===== src/rtl/gba_pixel_capture.sv =====
// GBA PPU pixel capture: converts the BGR555 pixel stream into RGB666 frame-buffer writes,
// tracking column/row from the vsync/hsync strobes and counting pixels that cannot be placed.
module gba_pixel_capture #(
   parameter int WIDTH  = 240,
   parameter int HEIGHT = 160
) (
   input  logic        clk,
   input  logic        resetn,
   input  logic        enable,
   input  logic        ppu_vsync,
   input  logic        ppu_hsync,
   input  logic        ppu_valid,
   input  logic [14:0] ppu_pixel,
   output logic [17:0] pixel_data,
   output logic [7:0]  pixel_x,
   output logic [7:0]  pixel_y,
   output logic        pixel_we,
   output logic        frame_done,
   output logic [15:0] drop_cnt,
   output logic        short_line
);

   typedef enum logic [1:0] {
      WAIT_FRAME = 2'd0,
      LINE       = 2'd1,
      HBLANK     = 2'd2,
      VBLANK     = 2'd3
   } state_t;

   localparam logic [8:0] X_END  = 9'(WIDTH);
   localparam logic [8:0] X_LAST = 9'(WIDTH - 1);
   localparam logic [7:0] Y_LAST = 8'(HEIGHT - 1);

   // Replicating each channel MSB into the new LSB maps 0x00->0x00 and 0x1F->0x3F.
   function automatic logic [17:0] bgr555_to_rgb666(input logic [14:0] p);
      return {p[4:0], p[4], p[9:5], p[9], p[14:10], p[14]};
   endfunction

   state_t      state_r;
   state_t      state_n_s;
   logic [8:0]  x_r;
   logic [8:0]  x_n_s;
   logic [7:0]  y_r;
   logic [7:0]  y_n_s;
   logic        wr_s;
   logic [8:0]  wx_s;
   logic [7:0]  wy_s;
   logic        drop_s;
   logic        done_s;
   logic        short_s;
   logic        line_full_s;
   state_t      run_state_s;

   logic [17:0] pixel_data_r;
   logic [7:0]  pixel_x_r;
   logic [7:0]  pixel_y_r;
   logic        pixel_we_r;
   logic        frame_done_r;
   logic [15:0] drop_cnt_r;
   logic        short_line_r;

   // State register.
   always_ff @(posedge clk) begin
      if (!resetn) begin
         state_r <= WAIT_FRAME;
      end else begin
         state_r <= state_n_s;
      end
   end

   // A write to the last column moves the line into HBLANK.
   assign line_full_s = wr_s && (wx_s == X_LAST);
   assign run_state_s = line_full_s ? HBLANK : LINE;

   // Next-state decode; vsync outranks hsync, which outranks pixel data.
   always_comb begin
      state_n_s = state_r;
      case (state_r)
         WAIT_FRAME: begin
            if (ppu_vsync && enable) begin
               state_n_s = run_state_s;
            end else begin
               state_n_s = WAIT_FRAME;
            end
         end
         LINE, HBLANK: begin
            if (ppu_vsync) begin
               state_n_s = enable ? run_state_s : WAIT_FRAME;
            end else if (ppu_hsync) begin
               state_n_s = (y_r == Y_LAST) ? VBLANK : run_state_s;
            end else if (line_full_s) begin
               state_n_s = HBLANK;
            end else begin
               state_n_s = state_r;
            end
         end
         VBLANK: begin
            if (ppu_vsync) begin
               state_n_s = enable ? run_state_s : WAIT_FRAME;
            end else begin
               state_n_s = VBLANK;
            end
         end
         default: state_n_s = WAIT_FRAME;
      endcase
   end

   // Output/datapath decode: write target, counter updates and event strobes.
   always_comb begin
      wr_s    = 1'b0;
      wx_s    = x_r;
      wy_s    = y_r;
      x_n_s   = x_r;
      y_n_s   = y_r;
      drop_s  = 1'b0;
      done_s  = 1'b0;
      short_s = 1'b0;
      case (state_r)
         WAIT_FRAME: begin
            if (ppu_vsync && enable) begin
               wx_s  = 9'd0;
               wy_s  = 8'd0;
               x_n_s = 9'd0;
               y_n_s = 8'd0;
               wr_s  = ppu_valid;
            end else begin
               wr_s = 1'b0;
            end
         end
         LINE, HBLANK: begin
            if (ppu_vsync) begin
               // Early vsync aborts the frame; a coincident pixel lands at (0,0).
               short_s = 1'b1;
               wx_s    = 9'd0;
               wy_s    = 8'd0;
               x_n_s   = 9'd0;
               y_n_s   = 8'd0;
               wr_s    = ppu_valid && enable;
            end else if (ppu_hsync) begin
               short_s = (state_r == LINE) && (x_r < X_END);
               if (y_r == Y_LAST) begin
                  done_s = 1'b1;
                  drop_s = ppu_valid;
                  x_n_s  = 9'd0;
               end else begin
                  wx_s  = 9'd0;
                  wy_s  = y_r + 8'd1;
                  x_n_s = 9'd0;
                  y_n_s = y_r + 8'd1;
                  wr_s  = ppu_valid;
               end
            end else if (ppu_valid) begin
               wr_s   = (state_r == LINE);
               drop_s = (state_r == HBLANK);
            end else begin
               wr_s = 1'b0;
            end
         end
         VBLANK: begin
            if (ppu_vsync) begin
               wx_s  = 9'd0;
               wy_s  = 8'd0;
               x_n_s = 9'd0;
               y_n_s = 8'd0;
               wr_s  = ppu_valid && enable;
            end else begin
               drop_s = ppu_valid;
            end
         end
         default: begin
            x_n_s = 9'd0;
            y_n_s = 8'd0;
         end
      endcase
      if (wr_s) begin
         x_n_s = wx_s + 9'd1;
      end else begin
         x_n_s = x_n_s;
      end
   end

   // Column/row counters.
   always_ff @(posedge clk) begin
      if (!resetn) begin
         x_r <= 9'd0;
         y_r <= 8'd0;
      end else begin
         x_r <= x_n_s;
         y_r <= y_n_s;
      end
   end

   // Frame-buffer write port; data/address hold between strobes.
   always_ff @(posedge clk) begin
      if (!resetn) begin
         pixel_we_r   <= 1'b0;
         pixel_data_r <= 18'd0;
         pixel_x_r    <= 8'd0;
         pixel_y_r    <= 8'd0;
      end else begin
         pixel_we_r <= wr_s;
         if (wr_s) begin
            pixel_data_r <= bgr555_to_rgb666(ppu_pixel);
            pixel_x_r    <= wx_s[7:0];
            pixel_y_r    <= wy_s;
         end
      end
   end

   // Status: frame completion pulse, saturating drop counter, sticky short-line flag.
   always_ff @(posedge clk) begin
      if (!resetn) begin
         frame_done_r <= 1'b0;
         drop_cnt_r   <= 16'd0;
         short_line_r <= 1'b0;
      end else begin
         frame_done_r <= done_s;
         if (drop_s && (drop_cnt_r != 16'hFFFF)) begin
            drop_cnt_r <= drop_cnt_r + 16'd1;
         end
         short_line_r <= short_line_r | short_s;
      end
   end

   assign pixel_data = pixel_data_r;
   assign pixel_x    = pixel_x_r;
   assign pixel_y    = pixel_y_r;
   assign pixel_we   = pixel_we_r;
   assign frame_done = frame_done_r;
   assign drop_cnt   = drop_cnt_r;
   assign short_line = short_line_r;

endmodule


===== config.mk =====
export PLATFORM = sky130hd
export DESIGN_NAME = gba_pixel_capture
export DESIGN_NICKNAME = d
export VERILOG_FILES = /design/src/rtl/gba_pixel_capture.sv
export SDC_FILE = /design/constraint.sdc
export NUM_CORES = 1
export LEC_CHECK = 0
export BUFFER_PORTS_ARGS = -buffer_cell sky130_fd_sc_hd__buf_2
export CAP_MARGIN = 25
export CORE_MARGIN = 3
export CORE_UTILIZATION = 36
export CTS_CLUSTER_DIAMETER = 40
export DETAILED_ROUTE_END_ITERATION = 8
export PLACE_DENSITY = 0.67
export RECOVER_POWER = 100
export SYNTH_ARGS = -nofsm -noshare
export SYNTH_HDL_FRONTEND = slang
export SYNTH_SLANG_ARGS = --single-unit

===== constraint.sdc =====
create_clock -name clk -period 10.6 [get_ports clk]
set_input_delay 2.65 -clock clk [delete_from_list [all_inputs] [get_ports clk]]
set_output_delay 2.65 -clock clk [all_outputs]
set_load 0.03 [all_outputs]

==> metrics.txt, run 1 <==
DIE AREA 10100 um2; layout cells sized above 1 8.89%; final core utilization 44.2%; post-synth top area share 42.8%; largest fanout on the critical path 16; number of routed nets with antenna violations 0; sequential fraction of the synthesis area 42.8%; async set-reset flop share out of synthesis 0%; Initial Util 38.1%; largest net degree at the start of global routing 45; measured slew at the worst slew-check pin 1.96 ns; area leader, netlist dfxtp_1; Fillers 874; first-pass GRT wire length 13600 um; Overflow after GRT 0; aggregate global-route resource usage 16.0%; post-DR wirelength/cell 13.8 um; final hold slack 0.448 ns; Post-Route WL 7810 um; Worst Hold Endpoint short_line; Synth area leaders dfxtp_1 43%, nand2_1 7.3%, a21oi_1 6.8%, nand3_1 3.9%, o21ai_0 3.1%; min-delay src short_line; failing checks capacitance limit, slew limit; pwr dens 141 nW/um2; commonest non-fill, non-tap cells in the layout 69 x dfxtp_1, 63 x nand2_1, 59 x clkbuf_1; RSZ-0062 raised after global routing false; reg-to-reg setup timing slack 6.69 ns; fin. max-slew vios 45; mux cell area share after synthesis 1.90%; routability cong. 0.831; fmax 181 MHz; total CTS buffers 9; hpwl dp 5340 um; Synth Area per Inst 8.15 um2; vias in the first global route 2936; Final period util 52.2%; 1st-iter DRT viols 193; skew final 0.0144 ns; Synth Cell Area 3230 um2; status finished with violations; final setup fails 0; r2r startpoint state_r[1]; DRT Pass-1 Iters 4; crit path from ppu_vsync; Rows 33; Bufs on Longest Clock Path 2; Reg clk slew, reported paths 0.07 ns; endpoint class of the critical path flop; r2r worst-path depth 11; Clk Latency, worst-skew pair 0.34 ns; largest family of logic cells by synthesized area simple AND/OR/NAND/NOR gates; cts hold-fix bufs 0; die height 101 um; port bufs 73; Simple-Gate Fraction of Synth Area 26.4%; H-tree levels 3; HP Class flop to flop; num ports 74; Post-Place Cells 550; Root Buffer clkbuf_8; Antenna Cells 0; hold path cells 2; #FFs+latches synth 69; post-synthesis cell count 396; drt drc 0; Post-Syn Nets 424; Layout Nets 484; adder-cell share of the synthesized area 2.71%; maximum VDD drop 63.7 uV; Synth Area in Compound Gates 20.0%; Post-synth EDFFs 0; Setup CP Type input pin to flop; initial antenna violation count 1; Lkg Pwr 1.27 nW; Sink Count 69; reg2reg end state_r[0]; Synth Warn # 0; setup bufs post-CTS 0; CTS tree built; type of origin of the critical path input pin; top_reg_cell synth dfxtp_1; Synth Area in XOR/XNOR 0.814%; DR vias/cell 5.41; Slew HR -30.6%; Final Hold Fails 0; Core Area 8460 um2; Power, Total 0.000526 W; Vias 3061; post-synth cell types 54; max-cap check violation count 1; Post-Layout Cell Count 566; Layout area overhead 15.9%; Crit path arrival time 5.76 ns; required time of the critical path 10.82 ns; Final TNS setup 0 ns; CTS resizes 0; DIE WIDTH 101 um; post-layout minimum cycle time 5.54 ns; commonest non-fill, non-tap cell in the layout dfxtp_1
-- sequential cells by signal, indices dropped and copies added (netlist names) --
register / flops
drop_cnt: 16
pixel_data: 15
x_r: 9
pixel_x: 8
pixel_y: 8
y_r: 8
state_r: 2
frame_done: 1
pixel_we: 1
short_line: 1
-- worst max-delay path, stage by stage --
cell,delay [ns]
clkbuf_1,0.17
or3b_1,0.58
nor3_1,0.30
or2_0,0.67
and2_0,0.22
ha_1,0.19
and3_1,0.22
nand3_1,0.08
o21ai_0,0.29
mux2_2,0.38
-- synthesized netlist by cell type, types with 5 or more instances --
master	instances
dfxtp_1	69
o31ai_1	8
o21ai_0	20
and3_1	6
inv_1	10
clkbuf_1	13
nand2_1	63
or4_1	9
buf_2	9
a21oi_1	44
ha_1	7
mux2i_1	5
buf_4	5
nand2b_1	6
nand4_1	7
nand3_1	25
nor3_1	7
nor2_1	18
-- power by group --
part | leakage [nW] | switching, W | total (W) | internal [W]
logic | 0.606 | 0.0000275 | 0.0000377 | 0.0000103
clock network | 0.103 | 0.000107 | 0.000224 | 0.000117
registers | 0.557 | 0.00000197 | 0.000265 | 0.000263
total | 1.27 | 0.000136 | 0.000526 | 0.000390
-- per-stage QoR --
stage	area, um2	worst slack [ns]
global placement	3610	5.40
floorplan	3230	5.44
global route	3740	4.83
finish	3740	5.06
CTS	3850	5.66
detailed placement	3640	5.31
-- layout make-up --
class	instances	area, um2	share of cell area (%)
well taps	105	131	3.51
inverters	10	37.5	1.00
multi-input cells	289	1670	44.7
repair buffers	77	314	8.39
flip-flops and latches	69	1380	36.9
clock inverters	6	68.8	1.84
clock buffers	10	138	3.68
-- logic make-up after synthesis --
kind of cell | after synthesis
AND/OR/NAND/NOR | 167
AO/OA/AOI/OAI | 106
flip-flops | 69
buffers and inverters | 38
adder cells (fa/ha/maj) | 7
multiplexers | 6
XOR/XNOR | 3
-- routing by layer --
| metal | track usage (%) | routed length, um |
|---|---|---|
| met4 | 4.66 | 45 |
| met5 | 0 | 13 |
| met3 | 4.71 | 527 |
| met2 | 26.0 | 3550 |
| met1 | 20.6 | 3680 |
-- how the worst max path moves through the flow --
stage                  to
3_5_place_dp   state_r[0]
5_1_grt        state_r[0]
2_1_floorplan  state_r[0]
6_report       state_r[0]
3_3_place_gp   state_r[0]
4_1_cts        state_r[0]
(Power assumes the default switching activity.)
==> run 2, diff against run 1 <==
--- a/config.mk
+++ b/config.mk
@@ -5,13 +5,14 @@
 export SDC_FILE = /design/constraint.sdc
 export NUM_CORES = 1
 export LEC_CHECK = 0
+export ABC_AREA = 1
 export BUFFER_PORTS_ARGS = -buffer_cell sky130_fd_sc_hd__buf_2
 export CAP_MARGIN = 25
 export CORE_MARGIN = 3
 export CORE_UTILIZATION = 36
 export CTS_CLUSTER_DIAMETER = 40
 export DETAILED_ROUTE_END_ITERATION = 8
-export PLACE_DENSITY = 0.67
+export PLACE_DENSITY = 0.69
 export RECOVER_POWER = 100
 export SYNTH_ARGS = -nofsm -noshare
 export SYNTH_HDL_FRONTEND = slang
==> constraint.sdc (replaced) <==
create_clock -name clk -period 4.55 [get_ports clk]
set_input_delay 1.1375 -clock clk [delete_from_list [all_inputs] [get_ports clk]]
set_output_delay 1.1375 -clock clk [all_outputs]
set_load 0.03 [all_outputs]
==> run 2 against run 1 <==
The run now ends clean. Combinational power grew to 3.3 times the previous value. Sequential cell count stayed put. Setup slack worse by 4.0 ns. Core utilization is 1.0 points lower. Clock skew is 0.0028 ns lower. Cell count is 24% higher. Largest power group unchanged. Sequential share of layout area is 2.9 points lower. Clock power is 120% higher. Die area is 9.5% higher. Highest routed layer is now met4.
==> metrics.txt, run 2 <==
total CTS buffers 9 (unchanged); Final period util 77.6%; Bufs on Longest Clock Path 2 (unchanged); Simple-Gate Fraction of Synth Area 27.6% (+1.2 points); maximum VDD drop 155 uV (+140%); cts hold-fix bufs 0 (unchanged); layout cells sized above 1 9.06% (+0.17 points); Lkg Pwr 1.56 nW (+23%); sequential fraction of the synthesis area 38.9% (-3.9 points); DIE AREA 11100 um2 (+9.5%); Synth Cell Area 3550 um2 (+10%); Crit path arrival time 3.76 ns (-2.00 ns); type of origin of the critical path input pin; mux cell area share after synthesis 0% (-1.9 points); Synth area leaders dfxtp_1 39%, nand2_1 11%, a21oi_1 7.6%, inv_1 6.8%, o21ai_0 4.8%; Synth Area in XOR/XNOR 1.48% (+0.66 points); CTS resizes 0 (unchanged); post-layout minimum cycle time 3.53 ns; RSZ-0062 raised after global routing false; skew final 0.0116 ns (-0.00282 ns); 1st-iter DRT viols 183 (-5.2%); Post-Syn Nets 532 (+25%); max-cap check violation count 0 (-1); Placement Setup Slack 1.35 ns (-3.96 ns); #FFs+latches synth 69 (unchanged); met2 wire length 4300 um (+21%); CTS tree built; H-tree levels 3 (unchanged); met1 wire length 4230 um (+15%); Post-Route WL 9220 um (+18%); Setup CP Type input pin to flop; area leader, netlist dfxtp_1; first-pass GRT wire length 15500 um (+14%); drt drc 0 (unchanged); r2r startpoint state_r[0]; Post-Layout Cell Count 703 (+24%); HP Class flop to flop; Vias 3489 (+14%); final core utilization 43.2% (-1.0 points); post-synth top area share 38.9% (-3.9 points); routability cong. 0.900 (+8.2%); Clk Latency, worst-skew pair 0.34 ns (about the same); max FFs per register 16 (unchanged); final worst slack 1.02 ns (-4.04 ns); Synth Area in Compound Gates 19.0% (-1.0 points); Synth top cells by count 102 x nand2_1, 69 x dfxtp_1, 64 x inv_1; measured slew at the worst slew-check pin 1.45 ns (-0.508 ns); Layout area overhead 14.4%; final setup fails 0 (unchanged); Sink Count 69 (unchanged); top_reg_cell synth dfxtp_1; required time of the critical path 4.78 ns (-6.04 ns); largest fanout on the critical path 48 (+32); commonest non-fill, non-tap cell in the layout nand2_1; Post-synth EDFFs 0 (unchanged); Core Area 9420 um2 (+11%); Synth Area per Inst 7.05 um2 (-13%); num ports 74 (unchanged); async set-reset flop share out of synthesis 0% (unchanged); Reg clk slew, reported paths 0.08 ns (about the same); Root Buffer clkbuf_8; Overflow after GRT 0 (unchanged); final hold slack 0.465 ns (+0.0173 ns); Slew HR 3.20% (+34 points); port bufs 73 (unchanged); initial antenna violation count 0 (-1); post-synthesis cell count 504 (+27%); wire length on met3 511 um (-3.0%); hpwl dp 6760 um (+27%); largest net degree at the start of global routing 49 (+8.9%); Fillers 1003 (+15%); adder-cell share of the synthesized area 2.46% (-0.25 points); vias in the first global route 3286 (+12%); endpoint class of the critical path flop; min-delay src pixel_data[7]; DR vias/cell 4.96 (-8.2%); DRT Pass-1 Iters 4 (unchanged); DIE WIDTH 105 um (+4.6%); number of routed nets with antenna violations 0 (unchanged); pwr dens 306 nW/um2 (+120%); fin. max-slew vios 0 (-100%); status completed; crit path from ppu_hsync; die height 105 um (+4.6%); post-DR wirelength/cell 13.1 um (-5.0%); fmax 283 MHz; Final Hold Fails 0 (unchanged); Initial Util 37.8% (-0.38 points); Final TNS setup 0 ns (unchanged); setup bufs post-CTS 0 (unchanged); count leader, synth nand2_1; Synth Warn # 0 (unchanged); aggregate global-route resource usage 17.0% (+0.92 points); post-synth cell types 42 (-22%); Antenna Cells 0 (unchanged); Post-Place Cells 687 (+25%); Layout Nets 597 (+23%); top layer in use met4; largest family of logic cells by synthesized area simple AND/OR/NAND/NOR gates; commonest non-fill, non-tap cells in the layout 106 x nand2_1, 69 x dfxtp_1, 64 x inv_1; Rows 35 (+6.1%)
run 2: stage by stage:
step / area (um2) / total power [W]
2_1_floorplan: 3550 / 0.000731
3_3_place_gp: 3980 / 0.000766
3_5_place_dp: 3980 / 0.000769
4_1_cts: 4180 / 0.00126
5_1_grt: 4070 / 0.00130
6_report: 4070 / 0.00124
run 2: cells by family (layout without fill, tap and decap cells):
| logic type | count (synthesis) | count (layout) |
|---|---|---|
| buffers and inverters | 90 | 160 |
| AOI/OAI and AO/OA | 119 | 119 |
| adders and majority gates | 7 | 7 |
| and+or+nand+nor | 213 | 213 |
| xor gates and xnor gates | 6 | 6 |
| DFF | 69 | 69 |
run 2: where the power goes:
| part | leakage, nW | switching, W | internal, W |
|---|---|---|---|
| Sequential | 0.559 | 0.00000910 | 0.000618 |
| Combinational | 0.910 | 0.0000903 | 0.0000329 |
| Clock | 0.0923 | 0.000242 | 0.000252 |
| Total | 1.56 | 0.000342 | 0.000903 |
run 2: area by class of cell:
class                           count  area, um2  share of cell area (%)
Multi-Input combinational cell    345       1760                    43.3
Sequential cell                    69       1380                    34.0
Timing Repair Buffer               76        315                    7.75
Inverter                           68        255                    6.28
Tap cell                          129        161                    3.97
Clock inverter                      6       63.8                    1.57
Clock buffer                       10        128                    3.14
run 2: path summary, 6_finish.rpt:
path                                 endpoint  depth (start not counted)  slack [ns]
worst max register to register         x_r[6]                         13        1.48
worst min register to register  pixel_data[7]                          2        0.47
worst max-delay path                   x_r[6]                         12        1.02
worst min-delay path            pixel_data[7]                          2        0.47
run 2: worst max-delay path, stage by stage:
cell	delay [ns]
clkbuf_1	0.35
nand2_1	0.16
nor3_1	0.33
nand2_1	0.19
nand2_1	0.09
nand2_1	0.07
buf_4	0.28
nor3_1	0.56
inv_1	0.21
o21ai_0	0.19
o21bai_1	0.14
inv_1	0.05
run 2: per-layer routing:
layer | up-vias | global-route usage, %
li1 | 1774 | -
met1 | 1593 | 21.5
met2 | 108 | 28.0
met3 | 14 | 3.61
met4 | 0 | 6.94
met5 | - | 0
==> run 3, diff against run 2 <==
--- a/config.mk
+++ b/config.mk
@@ -5,14 +5,14 @@
 export SDC_FILE = /design/constraint.sdc
 export NUM_CORES = 1
 export LEC_CHECK = 0
-export ABC_AREA = 1
+export ABC_AREA = 0
 export BUFFER_PORTS_ARGS = -buffer_cell sky130_fd_sc_hd__buf_2
 export CAP_MARGIN = 25
 export CORE_MARGIN = 3
 export CORE_UTILIZATION = 36
 export CTS_CLUSTER_DIAMETER = 40
 export DETAILED_ROUTE_END_ITERATION = 8
-export PLACE_DENSITY = 0.69
+export PLACE_DENSITY = 0.67
 export RECOVER_POWER = 100
 export SYNTH_ARGS = -nofsm -noshare
 export SYNTH_HDL_FRONTEND = slang
==> constraint.sdc (replaced) <==
create_clock -name clk -period 3.4 [get_ports clk]
set_input_delay 0.85 -clock clk [delete_from_list [all_inputs] [get_ports clk]]
set_output_delay 0.85 -clock clk [all_outputs]
set_load 0.03 [all_outputs]
==> run 3 against run 2 <==
Clock skew is 0.00055 ns lower. Setup slack worse by 0.65 ns. Sequential cell count stayed put. Cell count is 19% lower. Sequential share of layout area is 3.0 points higher. Critical path depth is 1 lower. Total power is 29% higher. Cell area is 8.0% lower. Wire length is 15% lower. Count of clock-buffer cells in the layout is 2 higher. Critical endpoint is now state_r[0].
==> metrics.txt, run 3 (synthesis results as in run 1) <==
status completed; GRT met2 Usage 24.6% (-3.4 points); port bufs 73 (unchanged); Final period util 89.0%; number of routed nets with antenna violations 0 (unchanged); CTS resizes 0 (unchanged); 1st-iter DRT viols 210 (+15%); Vias 3100 (-11%); max FFs per register 16 (unchanged); Layout area overhead 15.9%; Crit path arrival time 3.25 ns (-0.51 ns); Bufs on Longest Clock Path 2 (unchanged); largest net degree at the start of global routing 33 (-33%); Post-Route WL 7810 um (-15%); commonest non-fill, non-tap cells in the layout 69 x dfxtp_1, 63 x nand2_1, 59 x clkbuf_1; HP Class flop to flop; total CTS buffers 9 (unchanged); Post-Place Cells 553 (-20%); commonest non-fill, non-tap cell in the layout dfxtp_1; CTS tree built; endpoint class of the critical path flop; aggregate global-route resource usage 15.8% (-1.2 points); busiest grt layer met2; pwr dens 428 nW/um2 (+40%); DR vias/cell 5.45 (+9.8%); DIE AREA 10100 um2 (-8.7%); Lkg Pwr 1.28 nW (-18%); type of origin of the critical path flop; first-pass GRT wire length 13200 um (-15%); Fillers 895 (-11%); Setup CP Type flop to flop; RSZ-0062 raised after global routing false; skew final 0.0110 ns (-0.000553 ns); Core Area 8460 um2 (-10%); initial antenna violation count 1 (+1); Rows 33 (-5.7%); Antenna Cells 0 (unchanged); vias in the first global route 2790 (-15%); Layout Nets 487 (-18%); DIE WIDTH 101 um (-4.4%); num ports 74 (unchanged); H-tree levels 3 (unchanged); Final Hold Fails 0 (unchanged); die height 101 um (-4.4%); largest fanout on the critical path 9 (-81%); max-cap check violation count 0 (unchanged); M1 GR Usage 21.1% (-0.38 points); fin. max-slew vios 0 (unchanged); measured slew at the worst slew-check pin 1.14 ns (-0.316 ns); DRT Pass-1 Iters 4 (unchanged); Final TNS setup 0 ns (unchanged); cts hold-fix bufs 0 (unchanged); reg-to-reg setup timing slack 0.37 ns (-1.11 ns); Clk Latency, worst-skew pair 0.34 ns (about the same); Root Buffer clkbuf_8; Sink Count 69 (unchanged); final core utilization 44.2% (+1.0 points); drt drc 0 (unchanged); required time of the critical path 3.62 ns (-1.16 ns); Slew HR 24.3% (+21 points); Initial Util 38.1% (+0.38 points); maximum VDD drop 222 uV (+43%); post-layout minimum cycle time 3.03 ns; fmax 330 MHz; final setup fails 0 (unchanged); layout cells sized above 1 9.48% (+0.42 points); hpwl dp 5440 um (-20%); M3 GR Usage 4.57% (+0.95 points); final hold slack 0.449 ns (-0.0163 ns); routability cong. 0.856 (-4.9%); Post-Layout Cell Count 569 (-19%); Reg clk slew, reported paths 0.07 ns (about the same); post-DR wirelength/cell 13.7 um (+4.7%); setup bufs post-CTS 0 (unchanged); Overflow after GRT 0 (unchanged)
==> run 3: critical path: stages, from the launching register on <==
cell,delay (ns)
dfxtp_1,0.36
inv_1,0.09
ha_1,0.42
or3b_1,0.40
nor3_1,0.23
or2_2,0.21
and2_0,0.14
ha_1,0.17
and3_1,0.23
nand3_1,0.10
o21ai_1,0.21
mux2_2,0.35
==> run 3: final timing paths <==
path              startpoint          to  cells after the start
setup reg to reg  state_r[0]  state_r[0]                     11
hold reg to reg   pixel_x[7]  pixel_x[7]                      2
setup / recovery  state_r[0]  state_r[0]                     11
hold / removal    pixel_x[7]  pixel_x[7]                      2
==> run 3: power breakdown <==
| part | total [W] | switching (W) | internal [W] |
|---|---|---|---|
| registers | 0.000826 | 0.00000653 | 0.000819 |
| clock network | 0.000655 | 0.000298 | 0.000357 |
| logic | 0.000122 | 0.0000874 | 0.0000341 |
| total | 0.00160 | 0.000392 | 0.00121 |
==> run 3: layout make-up <==
type                       count  area [um2]  share of cell area, %
inverter                      10        37.5                   1.00
clock buffer                  12         145                   3.88
timing repair buffer          80         332                   8.86
sequential                    69        1380                   36.9
clock inverter                 4        47.5                   1.27
multi-input combinational    289        1670                   44.5
tap                          105         131                   3.51
==> run 3: metal layers <==
layer  up-vias  wire length [um]
met5         -                13
met4         2                97
met3        10               597
met2       107              3490
met1      1429              3610
li1       1552                 -
==> run 3: metrics by stage <==
step	cell area, um2	setup slack (ns)	power [W]
global route	3740	0.117	0.00167
floorplan	3230	0.0422	0.000931
detailed placement	3670	0.264	0.000974
global placement	3670	0.305	0.000972
CTS	3860	0.400	0.00164
finish	3740	0.374	0.00160
